--- config.mk ---
export PLATFORM = sky130hd
export DESIGN_NAME = wb_stage
export DESIGN_NICKNAME = d
export VERILOG_FILES = /design/src/rtl/wb_stage.sv
export SDC_FILE = /design/constraint.sdc
export NUM_CORES = 1
export LEC_CHECK = 0
export BUFFER_PORTS_ARGS = -buffer_cell sky130_fd_sc_hd__buf_2
export CORE_MARGIN = 2
export CORE_UTILIZATION = 40
export CTS_CLUSTER_DIAMETER = 200
export DETAILED_ROUTE_END_ITERATION = 6
export PLACE_DENSITY_LB_ADDON = 0.1
export RECOVER_POWER = 50
export SLEW_MARGIN = 20
export SYNTH_ARGS = -nofsm -noshare
export SYNTH_HDL_FRONTEND = slang
export SYNTH_SLANG_ARGS = --single-unit
--- constraint.sdc ---
create_clock -name clk -period 1.8 [get_ports clk]
set_clock_uncertainty 0.1 [all_clocks]
set_input_delay 0.09 -clock clk [delete_from_list [all_inputs] [get_ports clk]]
set_output_delay 0.09 -clock clk [all_outputs]
set_load 0.05 [all_outputs]
--- src/rtl/wb_stage.sv ---
// Writeback stage: registers the MEM result, extracts/extends load data and flags misaligned loads.
// Optional retired-instruction counter on retire_cnt when WB_RETIRE_CNT_EN is defined.
module wb_stage (
    input  logic        clk,
    input  logic        rst,
    input  logic        mem_valid,
    input  logic        mem_wreg,
    input  logic [4:0]  mem_wd,
    input  logic [31:0] mem_wdata,
    input  logic        mem_ld,
    input  logic [2:0]  mem_ldtype,
    input  logic [31:0] mem_rdata,
    input  logic        stall,
    input  logic        flush,
    output logic        wb_we,
    output logic [4:0]  wb_waddr,
    output logic [31:0] wb_wdata,
    output logic        wb_valid,
    output logic        wb_adel
`ifdef WB_RETIRE_CNT_EN
    ,
    output logic [31:0] retire_cnt
`endif
);

    localparam logic [2:0] LdLb  = 3'b001;
    localparam logic [2:0] LdLbu = 3'b010;
    localparam logic [2:0] LdLh  = 3'b011;
    localparam logic [2:0] LdLhu = 3'b100;

    logic [1:0]  addr_lo;
    logic        is_half;
    logic        is_word;
    logic        misaligned;
    logic [7:0]  lane_b;
    logic [15:0] lane_h;
    logic [31:0] load_data;

    logic        valid_q, valid_d;
    logic        we_q, we_d;
    logic [4:0]  waddr_q, waddr_d;
    logic [31:0] wdata_q, wdata_d;
    logic        adel_q, adel_d;

    // Reserved load types fall into the word class.
    always_comb begin
        addr_lo    = mem_wdata[1:0];
        is_half    = (mem_ldtype == LdLh) || (mem_ldtype == LdLhu);
        is_word    = !is_half && (mem_ldtype != LdLb) && (mem_ldtype != LdLbu);
        misaligned = mem_valid & mem_ld &
                     ((is_half & addr_lo[0]) | (is_word & (addr_lo != 2'b00)));

        unique case (addr_lo)
            2'd0:    lane_b = mem_rdata[31:24];
            2'd1:    lane_b = mem_rdata[23:16];
            2'd2:    lane_b = mem_rdata[15:8];
            default: lane_b = mem_rdata[7:0];
        endcase
        lane_h = addr_lo[1] ? mem_rdata[15:0] : mem_rdata[31:16];

        case (mem_ldtype)
            LdLb:    load_data = {{24{lane_b[7]}}, lane_b};
            LdLbu:   load_data = {24'h0, lane_b};
            LdLh:    load_data = {{16{lane_h[15]}}, lane_h};
            LdLhu:   load_data = {16'h0, lane_h};
            default: load_data = mem_rdata;
        endcase
    end

    // Flush beats stall beats capture; adel is a one-cycle pulse on every path.
    always_comb begin
        valid_d = valid_q;
        we_d    = we_q;
        waddr_d = waddr_q;
        wdata_d = wdata_q;
        adel_d  = 1'b0;
        if (flush) begin
            valid_d = 1'b0;
            we_d    = 1'b0;
        end else if (!stall) begin
            valid_d = mem_valid;
            we_d    = mem_valid & mem_wreg & (mem_wd != 5'd0) & ~misaligned;
            waddr_d = mem_wd;
            wdata_d = mem_ld ? load_data : mem_wdata;
            adel_d  = misaligned;
        end
    end

    always_ff @(posedge clk) begin
        if (!rst) begin
            valid_q <= 1'b0;
            we_q    <= 1'b0;
            waddr_q <= 5'd0;
            wdata_q <= 32'd0;
            adel_q  <= 1'b0;
        end else begin
            valid_q <= valid_d;
            we_q    <= we_d;
            waddr_q <= waddr_d;
            wdata_q <= wdata_d;
            adel_q  <= adel_d;
        end
    end

    assign wb_valid = valid_q;
    assign wb_we    = we_q;
    assign wb_waddr = waddr_q;
    assign wb_wdata = wdata_q;
    assign wb_adel  = adel_q;

`ifdef WB_RETIRE_CNT_EN
    logic [31:0] retire_q, retire_d;

    always_comb begin
        retire_d = retire_q;
        if (!flush && !stall && mem_valid && !misaligned) begin
            retire_d = retire_q + 32'd1;
        end
    end

    always_ff @(posedge clk) begin
        if (!rst) begin
            retire_q <= 32'd0;
        end else begin
            retire_q <= retire_d;
        end
    end

    assign retire_cnt = retire_q;
`endif

endmodule

# [After elaboration in Yosys (flattened, before gate mapping)]
# Index checks and enable logic that the tools add are counted.
[word_totals] regBits=40 in_bits=79 out_inout_bits=40 wordCells=39
[op_classes] n_eq_ne=8 n_mux=4 bitwise=12 n_reduce_logical=10
[ops] cell="32-bit case mux with 4 select lines" n=1
[ops] cell="32-bit two-way mux" n=1
[ops] cell="8-bit case mux with 3 select lines" n=1
[ops] cell="16-bit two-way mux" n=1
[ops] cell="1-bit bitwise AND" n=7
[ops] cell="3-bit by 2-bit equality test with 1-bit output, second input constant" n=2
[ops] cell="5-bit nonzero test" n=1
[ops] cell="1-bit NOT" n=4
[ops] cell="3-bit by 1-bit equality test with 1-bit output, second input constant" n=1
[ops] cell="3-bit equality test, second input constant" n=1
[ops] cell="3-bit by 1-bit inequality test with 1-bit output, second input constant" n=1
[ops] cell="3-bit by 2-bit inequality test with 1-bit output, second input constant" n=1
[ops] cell="3-bit OR reduction" n=1
[ops] cell="2-bit by 1-bit equality test with 1-bit output, second input constant" n=1
[ops] cell="2-bit equality test, second input constant" n=1
[ops] cell="1-bit logical AND" n=2
[ops] cell="2-bit logical NOT" n=1
[ops] cell="2-bit AND reduction" n=1
[ops] cell="2-bit nonzero test" n=1
[ops] cell="2-bit OR reduction" n=1
[ops] cell="1-bit logical NOT" n=1
[ops] cell="1-bit logical OR" n=1
[ops] cell="1-bit OR" n=1

# [Longest topological paths before layout]
[logic_depth] depth_word=10 ltp_mapped=7 depth_no_buf=4

# [Worst setup path before layout]
# Ideal clock, no wire load.
[synth_path] path_kind="input-to-reg" startpoint="input mem_ldtype[1]" endpoint="register wdata_q[5], in the netlist wb_wdata[5]" setup_time_ns=0.121 arrival_ns=1.369 t_required_ns=1.579 path_slack_ns=0.210 path_stages=6 path_buffers=2 cell_sequence="buf_2 -> or4b_4 -> buf_6 -> and2_0 -> a221oi_1 -> o21ai_1"
[synth_between] elab_chain_cells=3 word_cells_on_any_way=6 cone_classes="4 x eq/ne; 2 x mux"
[synth_rtl] element="start: declaration" line_no="11" source="input logic [2:0] mem_ldtype,"
[synth_rtl] element="3-bit equality test (tied with other cells)" line_no="61" source="case (mem_ldtype)"
[synth_rtl] element="32-bit case mux with 4 select lines *" line_no="61"
[synth_rtl] element="32-bit two-way mux *" line_no="84" source="wdata_d = mem_ld ? load_data : mem_wdata;"
[synth_rtl] element="end signal: assignment" line_no="100" source="wdata_q <= wdata_d;"
[synth_rtl] element="end: declaration" line_no="42" source="logic [31:0] wdata_q, wdata_d;"
# Every way passes the cells marked *; elsewhere a longest branch is shown, timed or not.
# A chain may end at the register's enable or synchronous reset.

# [Worst setup path in the final report]
[layout_path] startpoint="input stall" endpoint="register wdata_q[25], in the netlist wb_wdata[25]"
[layout_between] elab_chain_cells=2
[layout_rtl] element="start: declaration" line_no="13" source="input logic stall,"
[layout_rtl] element="1-bit NOT (no source line)"
[layout_rtl] element="2-bit AND reduction (no source line)"
# Every way passes these cells.

==> flow_summary.ini <==
[run_status]
outcome = finished, final reports clean

[synthesis]
yosysWarnings = 0
synth_area_leaders = dfxtp_1 32%, nand2_1 8.1%, a41oi_2 6.5%
ys_types = 43
ys_seq_area_share_pct = 32.11
synth_area_sq_um = 2494
yosys.area.top_type_share_pct = 32.11
async_reset_ff_share_pct = 0
synth_area_per_cell_sq_um = 8.285
ys_ff_latch = 40
syn_inst = 301
synth_edf_count = 0
ys.flop_type = dfxtp_1
yosys.area.top_type = dfxtp_1
synth_nets = 380

[routing]
drc = 0
wl_per_cell_microns = 16.15
via_per_inst = 5.659
drtIter0Drc = 139
drt-total-wl_mm = 8.109
via_count = 2841
drtPass1Iterations = 4
antenna_left = 0

[critical_path]
r2r_start = wb_wdata[7]
arrival_ns = 1.75
rrSetupSlack_ns = 0.73
path_class = in2reg
reg2regPathDepth = 3
end_kind = flop
crit_start = stall
worstSetupEndpoint = wb_wdata[25]
worstSetupStartpointType = primary input
crit_required_ns = 1.86
r2r-end = wb_wdata[7]
worst-path-max-fanout = 37

[power_and_ir_drop]
p_clk_share_pct = 33.1
netSwitchingFraction_pct = 32.59
p_sw_w = 0.0008021
p_int_w = 0.001659
p_leak_nw = 1.297
p_per_area_nw_per_um2 = 728.3
p_comb_share_pct = 27.7
peakVddDrop_mv = 0.5131
p_seq_share_pct = 39.2

[placement]
port_buffers = 118
place_ws_ns = 0.1132
place.gp.congestion = 0.8378
hpwl_mm = 6.086

[global_route]
grt_pass1_vias = 2687
grtUsageTotal_pct = 23.36
grt_antenna_before_repair = 0
grt_overflow = 0
grt_pass1_wl_mm = 13.23
grt_start_max_net_pins = 38

[cts]
cts_buffer_depth = 2
tritoncts = yes
cts.root.buffer_cell = clkbuf_8
cts_buffers = 5
cts.sinks = 40
path_clk_slew_ns = 0.08
htree_num_levels = 2
clock_latency_ns = 0.29

[layout]
fin_nets = 505
regArea_sq_um = 800.8
multi_input_area_sq_um = 1556
syn2layout_area_growth_pct = 35.52
fillers = 625
drive_gt1_share_pct = 27.40
antenna_cells = 0

[floorplanning]
core_sq_um = 5956
die-height_microns = 82.96
dieArea_sq_um = 6882
initial_core_util_pct = 41.87
num_rows = 28
io_pins = 119
die_w_microns = 82.96

[timing]
fin_crit_sh_pct = 93.91
min_period_ns = 1.690
fin_ws_ns = 0.1095
maxSlewHeadroom_pct = 59.87
max_clock_freq_mhz = 591.6
finalHoldViolCount = 0
slew_violations = 0
rsz0062_at_grt = no
setup-violations-final = 0
worstMarginPinSlew_ns = 0.6046
final.setup.tns_ns = 0

[hold_path]
hold_class = in2reg

[run]
maxCapViolations = 0
flip-flops by register name (all words and copies together) (netlist names):
name / count
wb_wdata: 32
wb_adel: 1
wb_valid: 1
wb_waddr: 5
wb_we: 1
layout by cell type, fill, tap and decap left out, types with 2 or more instances in the layout:
master / count
buf_2: 79
nand2_1: 54
dfxtp_1: 40
clkbuf_1: 39
a21oi_1: 30
o21a_1: 17
buf_4: 14
dlygate4sd3_1: 12
or3_1: 10
a41oi_2: 10
o211ai_1: 10
mux2i_1: 9
o21ai_0: 9
a32oi_1: 8
a221oi_1: 8
and2_1: 7
o41ai_1: 7
o21ai_1: 7
clkbuf_8: 7
a21boi_0: 6
a41oi_1: 6
nor2_1: 5
nand2b_1: 3
nand3b_1: 3
a2111o_1: 2
and3_1: 2
nor3_1: 2
and2_0: 2
critical path: stages:
cell	delay, ns
dlygate4sd3_1	0.54
buf_2	0.16
or2_1	0.24
and2_1	0.22
buf_6	0.21
a21oi_1	0.22
a41oi_2	0.05
how the worst min path moves through the flow:
stage,slack [ns],startpoint,end,depth (start not counted)
2_1_floorplan,0.13,stall,wb_we,2
3_3_place_gp,0.25,mem_wd[3],wb_waddr[3],3
3_5_place_dp,0.27,mem_wd[3],wb_waddr[3],3
4_1_cts,0.007,mem_rdata[16],wb_wdata[0],3
5_1_grt,0.02,mem_rdata[16],wb_wdata[16],3
6_report,0.02,mem_rdata[21],wb_wdata[5],3
cell type report:
cell class,instances,area share [%]
repair buffers,146,23.62
well taps,75,2.777
flip-flops and latches,40,23.69
multi-input cells,232,46.06
clock inverters,1,0.8886
inverters,1,0.1111
clock buffers,7,2.851
power groups by stage:
stage	clock network, W	registers, W	logic [W]
global placement	0	0.000983	0.000670
detailed placement	0	0.000983	0.000674
floorplan	0	0.00115	0.000274
CTS	0.000834	0.000963	0.000695
global route	0.000881	0.000971	0.000739
finish	0.000815	0.000964	0.000682
Yosys cell counts, drive strengths merged, types with 2 or more instances:
library cell / count
nand2: 54
dfxtp: 40
a21oi: 30
o21a: 17
a41oi: 16
o21ai: 16
clkbuf: 15
buf: 13
o211ai: 10
or3: 10
and2: 9
mux2i: 9
a221oi: 8
a32oi: 8
a21boi: 7
o41ai: 7
nor2: 5
nand2b: 3
nand3b: 3
a2111o: 2
and3: 2
nor3: 2
nor3b: 2
per-layer routing:
metal  track usage (%)  vias to the layer above  part of all wire [%]
li1                  -                     1391                     -
met1             31.09                     1328                    44
met3             6.362                       12                   6.9
met5                 0                        -                     0
met4             6.110                        0                   1.6
met2             37.39                      110                    48
through the flow:
stage                     total power, W  cells  utilization (%)  hold slack [ns]  cell area, sq um
after floorplan                 0.001420    301                -           0.1326              2494
after global placement          0.001653    482            53.36           0.2549              3178
after detailed placement        0.001657    482            53.36           0.2671              3178
after CTS                       0.002492    502            57.50         0.007325              3425
after global routing            0.002590    502            56.74          0.01544              3379
final                           0.002461    502            56.74          0.01844              3379
what timing repair did:
item / 4_1_cts / 5_1_grt
resized for setup: 0 / 1
hold buffers: 12 / 0
hold endpoints to repair: 13 / 0
setup buffers: 0 / 0
endpoints found under the setup margin: 0 / 10
kinds of logic (layout without fill, tap and decap cells):
family | after synthesis | count (layout) | share of synthesized area [%]
buffers and inverters | 29 | 155 | 5.469
xor gates and xnor gates | 1 | 1 | 0.3513
DFF | 40 | 40 | 32.11
and+or+nand+nor | 95 | 95 | 18.77
AOI/OAI and AO/OA | 126 | 126 | 38.79
muxes | 10 | 10 | 4.516
Power figures use the tool's default switching activity.
